**src/rtl/gauss3x3_filter_if.sv**
```systemverilog
// Pixel stream and status bundle between the controller/grayscale stage and gauss3x3_filter.
interface gauss3x3_filter_if;
    logic       enable;
    logic       in_valid;
    logic [7:0] pix_in;
    logic       out_valid;
    logic [7:0] pix_out;
    logic       busy;
    logic       done;

    modport master (
        output enable, in_valid, pix_in,
        input  out_valid, pix_out, busy, done
    );

    modport slave (
        input  enable, in_valid, pix_in,
        output out_valid, pix_out, busy, done
    );
endinterface

```
**src/rtl/gauss3x3_filter.sv**
```systemverilog
// 3x3 Gaussian blur [1 2 1; 2 4 2; 1 2 1]/16 over a raster gray stream; emits interior pixels only.
// Define GAUSS_ROUND_EN for round-half-up output instead of truncation.
module gauss3x3_filter #(
    parameter int unsigned WIDTH  = 64,
    parameter int unsigned HEIGHT = 64
) (
    input logic              clk,
    input logic              rst_n,
    gauss3x3_filter_if.slave bus
);
    localparam int unsigned CW = $clog2(WIDTH);
    localparam int unsigned RW = $clog2(HEIGHT);

    typedef enum logic [1:0] {S_IDLE, S_RUN, S_DONE} state_t;

    state_t        state_q, state_d;
    logic [CW-1:0] col_q;
    logic [RW-1:0] row_q;
    logic          accept;
    logic          last_px;

    logic [7:0]    lb0 [WIDTH];
    logic [7:0]    lb1 [WIDTH];
    logic [7:0]    win  [3][3];
    logic [7:0]    nwin [3][3];
    logic [7:0]    ncol [3];
    logic [11:0]   sum;
    logic [7:0]    pix_next;
`ifdef GAUSS_ROUND_EN
    logic [12:0]   sum_r;
`endif

    assign accept  = (state_q == S_RUN) && bus.enable && bus.in_valid;
    assign last_px = (row_q == RW'(HEIGHT-1)) && (col_q == CW'(WIDTH-1));

    always_ff @(posedge clk or negedge rst_n) begin
        if (!rst_n) state_q <= S_IDLE;
        else        state_q <= state_d;
    end

    always_comb begin
        state_d = state_q;
        case (state_q)
            S_IDLE: if (bus.enable) state_d = S_RUN;
            S_RUN: begin
                if (!bus.enable)            state_d = S_IDLE;
                else if (accept && last_px) state_d = S_DONE;
            end
            S_DONE:  state_d = S_IDLE;
            default: state_d = S_IDLE;
        endcase
    end

    assign bus.busy = (state_q == S_RUN);
    assign bus.done = (state_q == S_DONE);

    always_ff @(posedge clk or negedge rst_n) begin
        if (!rst_n) begin
            col_q <= '0;
            row_q <= '0;
        end else if (accept) begin
            if (col_q == CW'(WIDTH-1)) begin
                col_q <= '0;
                row_q <= last_px ? '0 : row_q + RW'(1);
            end else begin
                col_q <= col_q + CW'(1);
            end
        end else if (state_q == S_RUN && !bus.enable) begin
            col_q <= '0;
            row_q <= '0;
        end
    end

    // Line buffers carry no reset so they can map onto RAM; stale data only feeds suppressed outputs.
    always_ff @(posedge clk) begin
        if (accept) begin
            lb0[col_q] <= bus.pix_in;
            lb1[col_q] <= lb0[col_q];
        end
    end

    always_comb begin
        ncol[0] = lb1[col_q];
        ncol[1] = lb0[col_q];
        ncol[2] = bus.pix_in;
        for (int unsigned r = 0; r < 3; r++) begin
            nwin[r][0] = win[r][1];
            nwin[r][1] = win[r][2];
            nwin[r][2] = ncol[r];
        end
    end

    // The filter runs on the post-shift window so the result registers on the accepting edge.
    always_comb begin
        sum = 12'(nwin[0][0]) + 12'(nwin[0][2]) + 12'(nwin[2][0]) + 12'(nwin[2][2])
            + ((12'(nwin[0][1]) + 12'(nwin[1][0]) + 12'(nwin[1][2]) + 12'(nwin[2][1])) << 1)
            + (12'(nwin[1][1]) << 2);
`ifdef GAUSS_ROUND_EN
        sum_r    = 13'(sum) + 13'd8;
        pix_next = 8'(sum_r >> 4);
`else
        pix_next = 8'(sum >> 4);
`endif
    end

    always_ff @(posedge clk or negedge rst_n) begin
        if (!rst_n) begin
            for (int unsigned r = 0; r < 3; r++)
                for (int unsigned c = 0; c < 3; c++)
                    win[r][c] <= '0;
        end else if (accept) begin
            win <= nwin;
        end
    end

    always_ff @(posedge clk or negedge rst_n) begin
        if (!rst_n) begin
            bus.out_valid <= 1'b0;
            bus.pix_out   <= '0;
        end else begin
            bus.out_valid <= accept && (row_q >= RW'(2)) && (col_q >= CW'(2));
            if (accept && (row_q >= RW'(2)) && (col_q >= CW'(2)))
                bus.pix_out <= pix_next;
        end
    end
endmodule

```
**src/flat_wrapper.sv**
```systemverilog
// flat-port wrapper written by rule: the top's interface ports become plain ports
module gauss3x3_filter_flat 
#(
    parameter int unsigned WIDTH  = 64,
    parameter int unsigned HEIGHT = 64
)
  (clk, rst_n, bus_enable, bus_in_valid, bus_pix_in, bus_out_valid, bus_pix_out, bus_busy, bus_done);
  gauss3x3_filter_if bus_i ();
  input logic clk;
  input logic rst_n;
  input wire logic [$bits(bus_i.enable)-1:0] bus_enable;
  input wire logic [$bits(bus_i.in_valid)-1:0] bus_in_valid;
  input wire logic [$bits(bus_i.pix_in)-1:0] bus_pix_in;
  output wire logic [$bits(bus_i.out_valid)-1:0] bus_out_valid;
  output wire logic [$bits(bus_i.pix_out)-1:0] bus_pix_out;
  output wire logic [$bits(bus_i.busy)-1:0] bus_busy;
  output wire logic [$bits(bus_i.done)-1:0] bus_done;
  assign bus_i.enable = bus_enable;
  assign bus_i.in_valid = bus_in_valid;
  assign bus_i.pix_in = bus_pix_in;
  assign bus_out_valid = bus_i.out_valid;
  assign bus_pix_out = bus_i.pix_out;
  assign bus_busy = bus_i.busy;
  assign bus_done = bus_i.done;
  gauss3x3_filter #(.WIDTH(WIDTH), .HEIGHT(HEIGHT)) u_core (.clk(clk), .rst_n(rst_n), .bus(bus_i));
endmodule
```
**config.mk**
```make
export PLATFORM = sky130hd
export DESIGN_NAME = gauss3x3_filter_flat
export DESIGN_NICKNAME = d
export VERILOG_FILES = /design/src/rtl/gauss3x3_filter_if.sv /design/src/rtl/gauss3x3_filter.sv /design/src/flat_wrapper.sv
export SDC_FILE = /design/constraint.sdc
export NUM_CORES = 1
export LEC_CHECK = 0
export BUFFER_PORTS_ARGS = -buffer_cell sky130_fd_sc_hd__buf_2
export CAP_MARGIN = 30
export CELL_PAD_IN_SITES_DETAIL_PLACEMENT = 0
export CELL_PAD_IN_SITES_GLOBAL_PLACEMENT = 1
export CORE_UTILIZATION = 40
export CTS_CLUSTER_DIAMETER = 40
export DETAILED_ROUTE_END_ITERATION = 12
export PLACE_DENSITY = 0.62
export SLEW_MARGIN = 10
export SYNTH_ARGS = -nofsm -noshare
export SYNTH_HDL_FRONTEND = slang
export SYNTH_SLANG_ARGS = --single-unit
```
**constraint.sdc**
```tcl
create_clock -name clk -period 9.6 [get_ports clk]
set_input_delay 0.48 -clock clk [delete_from_list [all_inputs] [get_ports clk]]
set_output_delay 0.48 -clock clk [all_outputs]
set_load 0.03 [all_outputs]
```
* Word-level counts from Yosys, hierarchy flattened
Memories as Yosys holds them, arrays and structs flattened.
Index checks and enable logic that the tools add are counted.
** Storage, ports and cells
- Flip-flop bits (word level) :: 71
- Memory bits (writable) :: 1024
- Bits of input ports :: 12
- Word-level logic and storage cells :: 56
- Memories :: 2
** Cells by class
- Add/subtract/negate cells :: 10
- $lt $le $gt $ge :: 2
- Equality and inequality tests :: 7
- Multiplexer cells :: 12
- Reduce and logical (&&, ||, !) cells :: 12
** Memory list
- u_core.lb0 :: depth 64, width 8, rd ports 1, clocked after Yosys merged registers in 0, wr ports 1, RTL line gauss3x3_filter.sv:22 : logic [7:0] lb0 [WIDTH];
- u_core.lb1 :: depth 64, width 8, rd ports 1, clocked after Yosys merged registers in 0, wr ports 1, RTL line gauss3x3_filter.sv:23 : logic [7:0] lb1 [WIDTH];
** Operators by type and width (count)
- $mux 6 :: 6
- $add 12x8->12 :: 2
- $add 11x8->11 :: 2
- $add 8x8->9 :: 2
- $add 12x10->12 :: 1
- $add 12x12->12 :: 1
- $add 6x1->6 const B :: 2
- $eq 6x6->1 const B :: 2
- $ge 6x2->1 const B :: 2
- $logic_and 1x1->1 :: 7
- $mux 2 :: 3
- $ne 2x2->1 const B :: 2
- $pmux 2 s2 :: 1
- $reduce_and 2->1 :: 2
- $ne 3x2->1 const B :: 1
- $eq 2x1->1 const B :: 1
- $eq 2x2->1 const B :: 1
- $logic_not 2->1 :: 1
- $mux 1 :: 2
- $reduce_bool 2->1 :: 1
- $logic_not 1->1 :: 1

* Depth between registers and ports, before layout
Gate-level depths: netlist of run 1.
- Depth in word-level cells :: 7
- Gate-level depth with buffers :: 31
- Depth with buffers taken out :: 26

* Least setup slack after synthesis of run 1
OpenSTA, ideal clock, no wires.
- Kind :: register to register
- Start :: register u_core.col_q[1]
- End :: register u_core.bus.pix_out[7]
- Setup time :: 0.125 ns
- Data arrival time :: 7.739 ns
- Data required time :: 9.475 ns
- Slack :: 1.736 ns
- Cell stages (with the launch flop) :: 28
- Period minus slack after synthesis :: 7.864 ns
- Path through :: dfrtp_1 buf_6 buf_6 nor2_1 clkbuf_1 a221oi_1 a21oi_1 a21oi_1 o2111ai_1 fa_1 ha_1 inv_1 fa_1 nor2b_1 o21ai_0 a21boi_0 nor2_1 fa_1 fa_1 inv_1 fa_1 inv_1 ha_1 o21ai_0 a21oi_1 o31ai_1 xnor2_1 mux2_2
** RTL lines
- start: declaration :: RTL line gauss3x3_filter.sv:17 : logic [CW-1:0] col_q;
- start signal: assignment :: RTL line gauss3x3_filter.sv:66 : col_q <= col_q + CW'(1);
- end signal: assignment :: RTL line gauss3x3_filter.sv:123 : bus.pix_out <= pix_next;
- end: declaration :: RTL line gauss3x3_filter_if.sv:18 : output out_valid, pix_out, busy, done

==> results of run 1 <==
## worst min path at each step
stage,from,end,slack (ps),depth (start not counted)
after floorplan,rst_n,u_core.bus.out_valid,180,0
after global placement,u_core.state_q[1],u_core.state_q[0],440,1
final,rst_n,u_core.row_q[0],160,2
after CTS,bus_pix_in[5],u_core.lb0[10][5],120,1
after global routing,bus_pix_in[5],u_core.lb0[10][5],140,1
after detailed placement,u_core.state_q[1],u_core.state_q[0],450,1
## cell families (layout without fill, tap and decap cells)
| group | count (synthesis) | count (layout) | share of synthesized area [%] |
|---|---|---|---|
| flops | 1095 | 1095 | 72.1 |
| compound gates | 557 | 557 | 8.99 |
| simple gates | 441 | 441 | 4.72 |
| mux | 294 | 294 | 8.29 |
| buf+inv | 248 | 537 | 2.83 |
| fa+ha+maj | 75 | 75 | 2.61 |
| xor+xnor | 25 | 25 | 0.485 |
| other cells | 0 | 2 | 0 |
## report_power, final
part	total [W]	switching, W	leakage [nW]	internal (W)
combinational	0.00518	0.00301	4.90	0.00217
sequential	0.00548	0.0000755	10.1	0.00541
clock	0.00583	0.00220	2.57	0.00364
total	0.0165	0.00528	17.6	0.0112
## layout by cell type (no fill, tap or decap), types with 24 or more instances in the layout
| cell | count |
|---|---|
| a22o_1 | 32 |
| fa_1 | 32 |
| mux4_2 | 53 |
| a22oi_1 | 63 |
| edfxtp_1 | 1024 |
| nand2_1 | 175 |
| a221oi_1 | 53 |
| a21oi_1 | 46 |
| o22ai_1 | 80 |
| dfrtp_1 | 68 |
| buf_4 | 144 |
| a221o_1 | 38 |
| nor2_1 | 114 |
| mux2i_1 | 148 |
| mux2_2 | 85 |
| inv_1 | 68 |
| a31oi_1 | 24 |
| o21ai_0 | 82 |
| ha_1 | 43 |
| clkbuf_16 | 154 |
## through the flow
stage / instance area [um^2] / setup slack (ps) / instances / utilization, % / total power (W)
3_5_place_dp: 47500 / 1430 / 4228 / 42.7 / 0.0108
4_1_cts: 52800 / 1390 / 4510 / 47.5 / 0.0166
5_1_grt: 52900 / 962 / 4512 / 47.5 / 0.0175
3_3_place_gp: 47400 / 1210 / 4223 / 42.6 / 0.0108
6_report: 52900 / 1420 / 4514 / 47.5 / 0.0165
2_1_floorplan: 45100 / 1740 / 2735 / - / 0.00939
## cell type report
cell class	count	area (um^2)	area share [%]
Multi-Input combinational cell	1392	11400	21.6
Antenna cell	2	5.00	0.00946
Clock inverter	104	1360	2.56
Sequential cell	1095	32500	61.5
Inverter	76	285	0.539
Clock buffer	176	3980	7.52
Tap cell	1488	1860	3.52
Timing Repair Buffer	181	1470	2.77
## flip-flops by register name, indices dropped and copies added (netlist names)
register	count
u_core.state_q	2
u_core.bus.pix_out	8
u_core.col_q	6
u_core.bus.out_valid	1
u_core.lb1	512
u_core.lb0	512
u_core.nwin	48
u_core.row_q	6
## what timing repair did
| action | CTS | global route |
|---|---|---|
| endpoints found under the setup margin | 0 | 0 |
| endpoints found under the hold margin | 72 | 0 |
| hold buffers | 2 | 0 |
## synthesized netlist by cell type, types with 17 or more instances
cell type,instances,area (um^2)
dfrtp_1,71,1780
inv_1,73,274
buf_2,64,320
nor2b_1,18,113
fa_1,32,641
clkbuf_1,49,184
a22o_1,32,280
a31oi_1,24,150
a21oi_1,46,230
o22ai_1,80,500
a211oi_1,17,128
edfxtp_1,1024,30700
a221o_1,38,380
nand2_1,176,661
mux2i_1,148,1480
buf_6,21,236
a221oi_1,53,464
nor2_1,118,443
ha_1,43,538
a22oi_1,63,473
mux4_2,53,1190
mux2_2,85,957
buf_4,29,218
o21ai_0,82,410
## metal layers
metal  up-vias  global-route usage [%]  part of all wire [%]
met1     14065                    36.1                    42
met3       228                    4.92                   9.2
met4         0                    9.11                   3.3
met5         -                       0                     0
met2      1453                    39.1                    46
li1      11209                       -                     -
## critical path, stage by stage (launching register included)
cell,delay [ps]
dfrtp_4,950
buf_12,450
mux2_2,400
a221oi_1,330
o21ai_0,310
a22oi_1,550
o2111ai_4,300
fa_1,600
ha_1,180
inv_1,70
fa_1,460
nor2b_1,120
o21ai_0,100
a21boi_0,250
nor2_1,90
fa_1,460
fa_1,500
inv_1,50
fa_1,470
inv_1,40
ha_1,320
o21ai_0,140
a21oi_1,120
o31ai_1,290
xnor2_1,110
mux2_2,270
==> impl_results.md, run 1 <==
- Status: finished clean
- Routability cong.: 0.897
- Synthesized instance count: 2,735
- Die Footprint: 0.114 mm^2
- Net Count, Synth: 2,822
- Type of element capturing the critical path: register
- Via count: 26,955
- Largest net degree at the start of global routing: 84
- Reg2reg setup slack: 1420 ps
- Number of failing setup endpoints in the final timing report: 0
- Crit Path Class: reg -> reg
- #FFs+latches synth: 1,095
- Number of fill cells in the layout: 9,364
- Layout area overhead: 17.2%
- DP Wirelength: 89,000 um
- Least-Margin Pin Slew: 1180 ps
- Startpoint of the lowest-slack register-to-register path: u_core.col_q[1]
- Overflow after GRT: 0
- Netlist area before placement: 0.0451 mm^2
- Capture point of the worst reg-to-reg path: u_core.bus.pix_out[7]
- Wire length of the first global-routing pass: 203,000 um
- Row cnt: 122
- Final clock skew: 34.2 ps
- Portion of the clock cycle consumed by the worst path in the final layout: 85.3%
- Number of flops mapped to enable cells by yosys: 1,024
- Async set-or-reset flop fraction in the synthesized netlist: 6.48%
- Clock Latency Late Sink: 780 ps
- Total number of nets in the final design: 2,984
- Data required time of the critical path: 10,230 ps
- Number of buffers added on ports: 22
- Ports: 23
- Max-slew violation count: 0
- Aggregate negative setup slack: 0 ps
- Via count of the first global-routing pass: 26,187
- Critical path endpoint: u_core.bus.pix_out[7]
- Number of H-tree branching levels: 4
- Length in cells of the worst reg-to-reg path: 25
- Clock-pin slew on the worst setup and hold paths: 60 ps
- Post-route DRC violation count: 0
- Worst hold slack across all endpoints: 159 ps
- Initial Utilization: 40.6%
- Ys flop type: edfxtp_1
- Antenna violation net count after detailed routing: 0
- Clock tree from TritonCTS: built
- Ratio of cells with drive above 1 in the final layout: 20.5%
- Fraction of the yosys area taken by sequential cells: 72.1%
- Height of the die: 338 um
- Number of failing hold endpoints at the final stage: 0
- Total wirelength of the detailed-routed design: 144,000 um
- Distinct cell type count of the synthesized netlist: 78
- CTS Sinks: 1,095
- Number of post-CTS setup repair buffers: 0
- Critical Path Start Type: register
- Post_cts resized: 0
- Post-Synthesis Mean Instance Area: 16.5 um^2
- Tmin final: 8180 ps
- Total routing resource utilization after global routing: 25.5%
- CTS Root Buffer Type: clkbuf_16
- Number of buffers created by CTS: 151
- Average via count per standard cell: 5.97
- Worst ir drop on vdd: 592 uV
- Static Leakage: 17.6 nW
- Power per unit of standard cell area: 312 mW/mm^2
- Data arrival time at the worst-slack endpoint: 8810 ps
- Clock Tree Buf Depth: 3
- Maximum clock frequency: 122 MHz
- Headroom to the max-slew limit: 21.1%
- Peak fanout along the critical path: 72
- Class of the most critical hold timing path: in -> async
- Max Cap Viol: 0
- First element of the critical path: u_core.col_q[1]
- Width of the die: 338 um
- Count of yosys warnings during synthesis: 0
- Detailed-router iteration count before antenna repair: 6
- Core ar.: 0.111 mm^2
- Average routed wire per standard cell: 31.9 um
- Setup repair after global routing missed its margin: false
- Number of DRC markers in iteration 0: 3,633
- Initial antenna violation count: 6
Note: power is estimated with default switching activity, not from simulation.
==> run 2: changes to the inputs <==
Settings changed: BUFFER_PORTS_ARGS -buffer_cell sky130_fd_sc_hd__buf_2 to -buffer_cell sky130_fd_sc_hd__clkbuf_2.
==> impl_results.md, run 2 (synthesis gave the netlist of run 1 again) <==
- Overflow after GRT: 0
- Number of buffers created by CTS: 152
- Critical Path Start Type: register
- Clock-pin slew on the worst setup and hold paths: 60 ps
- Post-route DRC violation count: 0
- Total wirelength of the detailed-routed design: 148,000 um
- Layout area overhead: 16.9%
- Power share of the combinational group: 32.3%
- Internal power contribution: 0.0111 W
- Die Footprint: 0.114 mm^2
- Average via count per standard cell: 6.00
- Final clock skew: 31.0 ps
- Number of buffers added on ports: 22
- Clock Latency Late Sink: 770 ps
- Worst ir drop on vdd: 655 uV
- Data arrival time at the worst-slack endpoint: 9090 ps
- Antenna violation net count after detailed routing: 0
- CTS Root Buffer Type: clkbuf_16
- Width of the die: 338 um
- Power share of the clock group: 34.5%
- Portion of the clock cycle consumed by the worst path in the final layout: 88.1%
- Core ar.: 0.111 mm^2
- Leading cell types in the layout, fill and taps excluded: edfxtp_1 (1,024), nand2_1 (175), buf_4 (160), clkbuf_16 (155), mux2i_1 (148)
- Number of DRC markers in iteration 0: 3,710
- Class of the most critical hold timing path: in -> async
- Number of failing hold endpoints at the final stage: 0
- Wire length of the first global-routing pass: 207,000 um
- Maximum clock frequency: 118 MHz
- Total number of nets in the final design: 2,997
- Net switching power: 0.00543 W
- Power per unit of standard cell area: 313 mW/mm^2
- Initial antenna violation count: 4
- Data required time of the critical path: 10,230 ps
- Number of H-tree branching levels: 4
- DP Wirelength: 91,700 um
- Max Cap Viol: 0
- Average routed wire per standard cell: 32.6 um
- Height of the die: 338 um
- Type of element capturing the critical path: register
- Number of failing setup endpoints in the final timing report: 0
- Crit Path Class: reg -> reg
- Reg2reg setup slack: 1140 ps
- Via count of the first global-routing pass: 26,560
- Least-Margin Pin Slew: 1220 ps
- Initial Utilization: 40.6%
- Clock tree from TritonCTS: built
- Via count: 27,149
- Peak fanout along the critical path: 44
- Seq pwr share: 33.2%
- Ratio of cells with drive above 1 in the final layout: 20.8%
- Status: finished clean
- Max-slew violation count: 0
- Ports: 23
- Length in cells of the worst reg-to-reg path: 26
- Capture point of the worst reg-to-reg path: u_core.bus.pix_out[7]
- Detailed-router iteration count before antenna repair: 5
- Largest net degree at the start of global routing: 85
- Total routing resource utilization after global routing: 26.0%
- Routability cong.: 0.947
- Headroom to the max-slew limit: 18.3%
- CTS Sinks: 1,095
- Clock Tree Buf Depth: 3
- Static Leakage: 17.5 nW
- Leading cell type in the layout, fill and taps excluded: edfxtp_1
- Tmin final: 8460 ps
- Row cnt: 122
- Net switching share of the total power: 32.9%
- Number of post-CTS setup repair buffers: 0
- Aggregate negative setup slack: 0 ps
- Startpoint of the lowest-slack register-to-register path: u_core.col_q[1]
- Worst hold slack across all endpoints: 151 ps
- Setup repair after global routing missed its margin: false
==> run 2: cell count changes in the layout (fill, tap and decap cells not counted), moves of 7 or more <==
cell / change
buf_2: -21
clkbuf_2: +21
buf_4: +16
buf_12: -7
==> run 2: metal layers <==
metal  share of wire (%)  global-route usage [%]
met5               0.014                       0
met4                 4.1                    10.6
met3                 9.8                    6.35
met2                  45                    39.2
met1                  41                    36.2
==> run 2: power by group through the flow <==
stage	logic [W]	clock network, W	registers (W)
floorplan	0.00383	0	0.00556
global placement	0.00532	0	0.00557
detailed placement	0.00533	0	0.00558
CTS	0.00536	0.00575	0.00548
global route	0.00603	0.00595	0.00549
finish	0.00533	0.00569	0.00548
==> run 2: final cells by class <==
class                      instances  area (um^2)
multi-input combinational       1392        11400
sequential                      1095        32500
tap                             1488         1860
fill                            9389        58500
clock inverter                   112         1240
timing repair buffer             193         1470
antenna                            2         5.00
inverter                          76          285
clock buffer                     168         3930
==> run 2: through the flow <==
step | area [um^2] | instances | utilization [%] | worst slack (ps) | total power (W)
after detailed placement | 47500 | 4239 | 42.7 | 1440 | 0.0109
after floorplan | 45100 | 2735 | - | 1740 | 0.00939
after global placement | 47400 | 4232 | 42.6 | 1320 | 0.0109
after global routing | 52700 | 4524 | 47.4 | 934 | 0.0175
final | 52700 | 4526 | 47.4 | 1140 | 0.0165
after CTS | 52700 | 4521 | 47.3 | 1430 | 0.0166
==> run 2: what timing repair did <==
action,in CTS,in global routing
endpoints found under the hold margin,72,0
gates resized for setup,0,0
hold buffers,2,0
==> run 2: worst max-delay path: stages, from the launching register on <==
cell	delay, ps
dfrtp_4	850
buf_4	740
buf_4	400
mux4_2	410
a221oi_1	740
o22ai_1	290
and4bb_2	430
fa_1	450
inv_1	80
ha_1	210
a21o_1	190
a21oi_1	220
nand2b_1	130
a21boi_0	110
nor2_1	130
xnor2_1	150
fa_1	460
fa_1	490
inv_1	50
fa_1	480
inv_1	40
ha_1	340
nand2_1	90
a21oi_1	50
o31ai_1	300
xnor2_1	110
mux2_2	260
==> run 2: worst max-delay path by stage <==
stage	start	end	slack (ps)	cells after the start
6_report	u_core.col_q[1]	u_core.bus.pix_out[7]	1140	26
3_5_place_dp	u_core.col_q[1]	u_core.bus.pix_out[7]	1440	26
3_3_place_gp	u_core.col_q[1]	u_core.bus.pix_out[6]	1320	26
4_1_cts	u_core.col_q[1]	u_core.bus.pix_out[7]	1430	26
2_1_floorplan	u_core.col_q[1]	u_core.bus.pix_out[7]	1740	27
5_1_grt	u_core.col_q[1]	u_core.bus.pix_out[6]	930	26
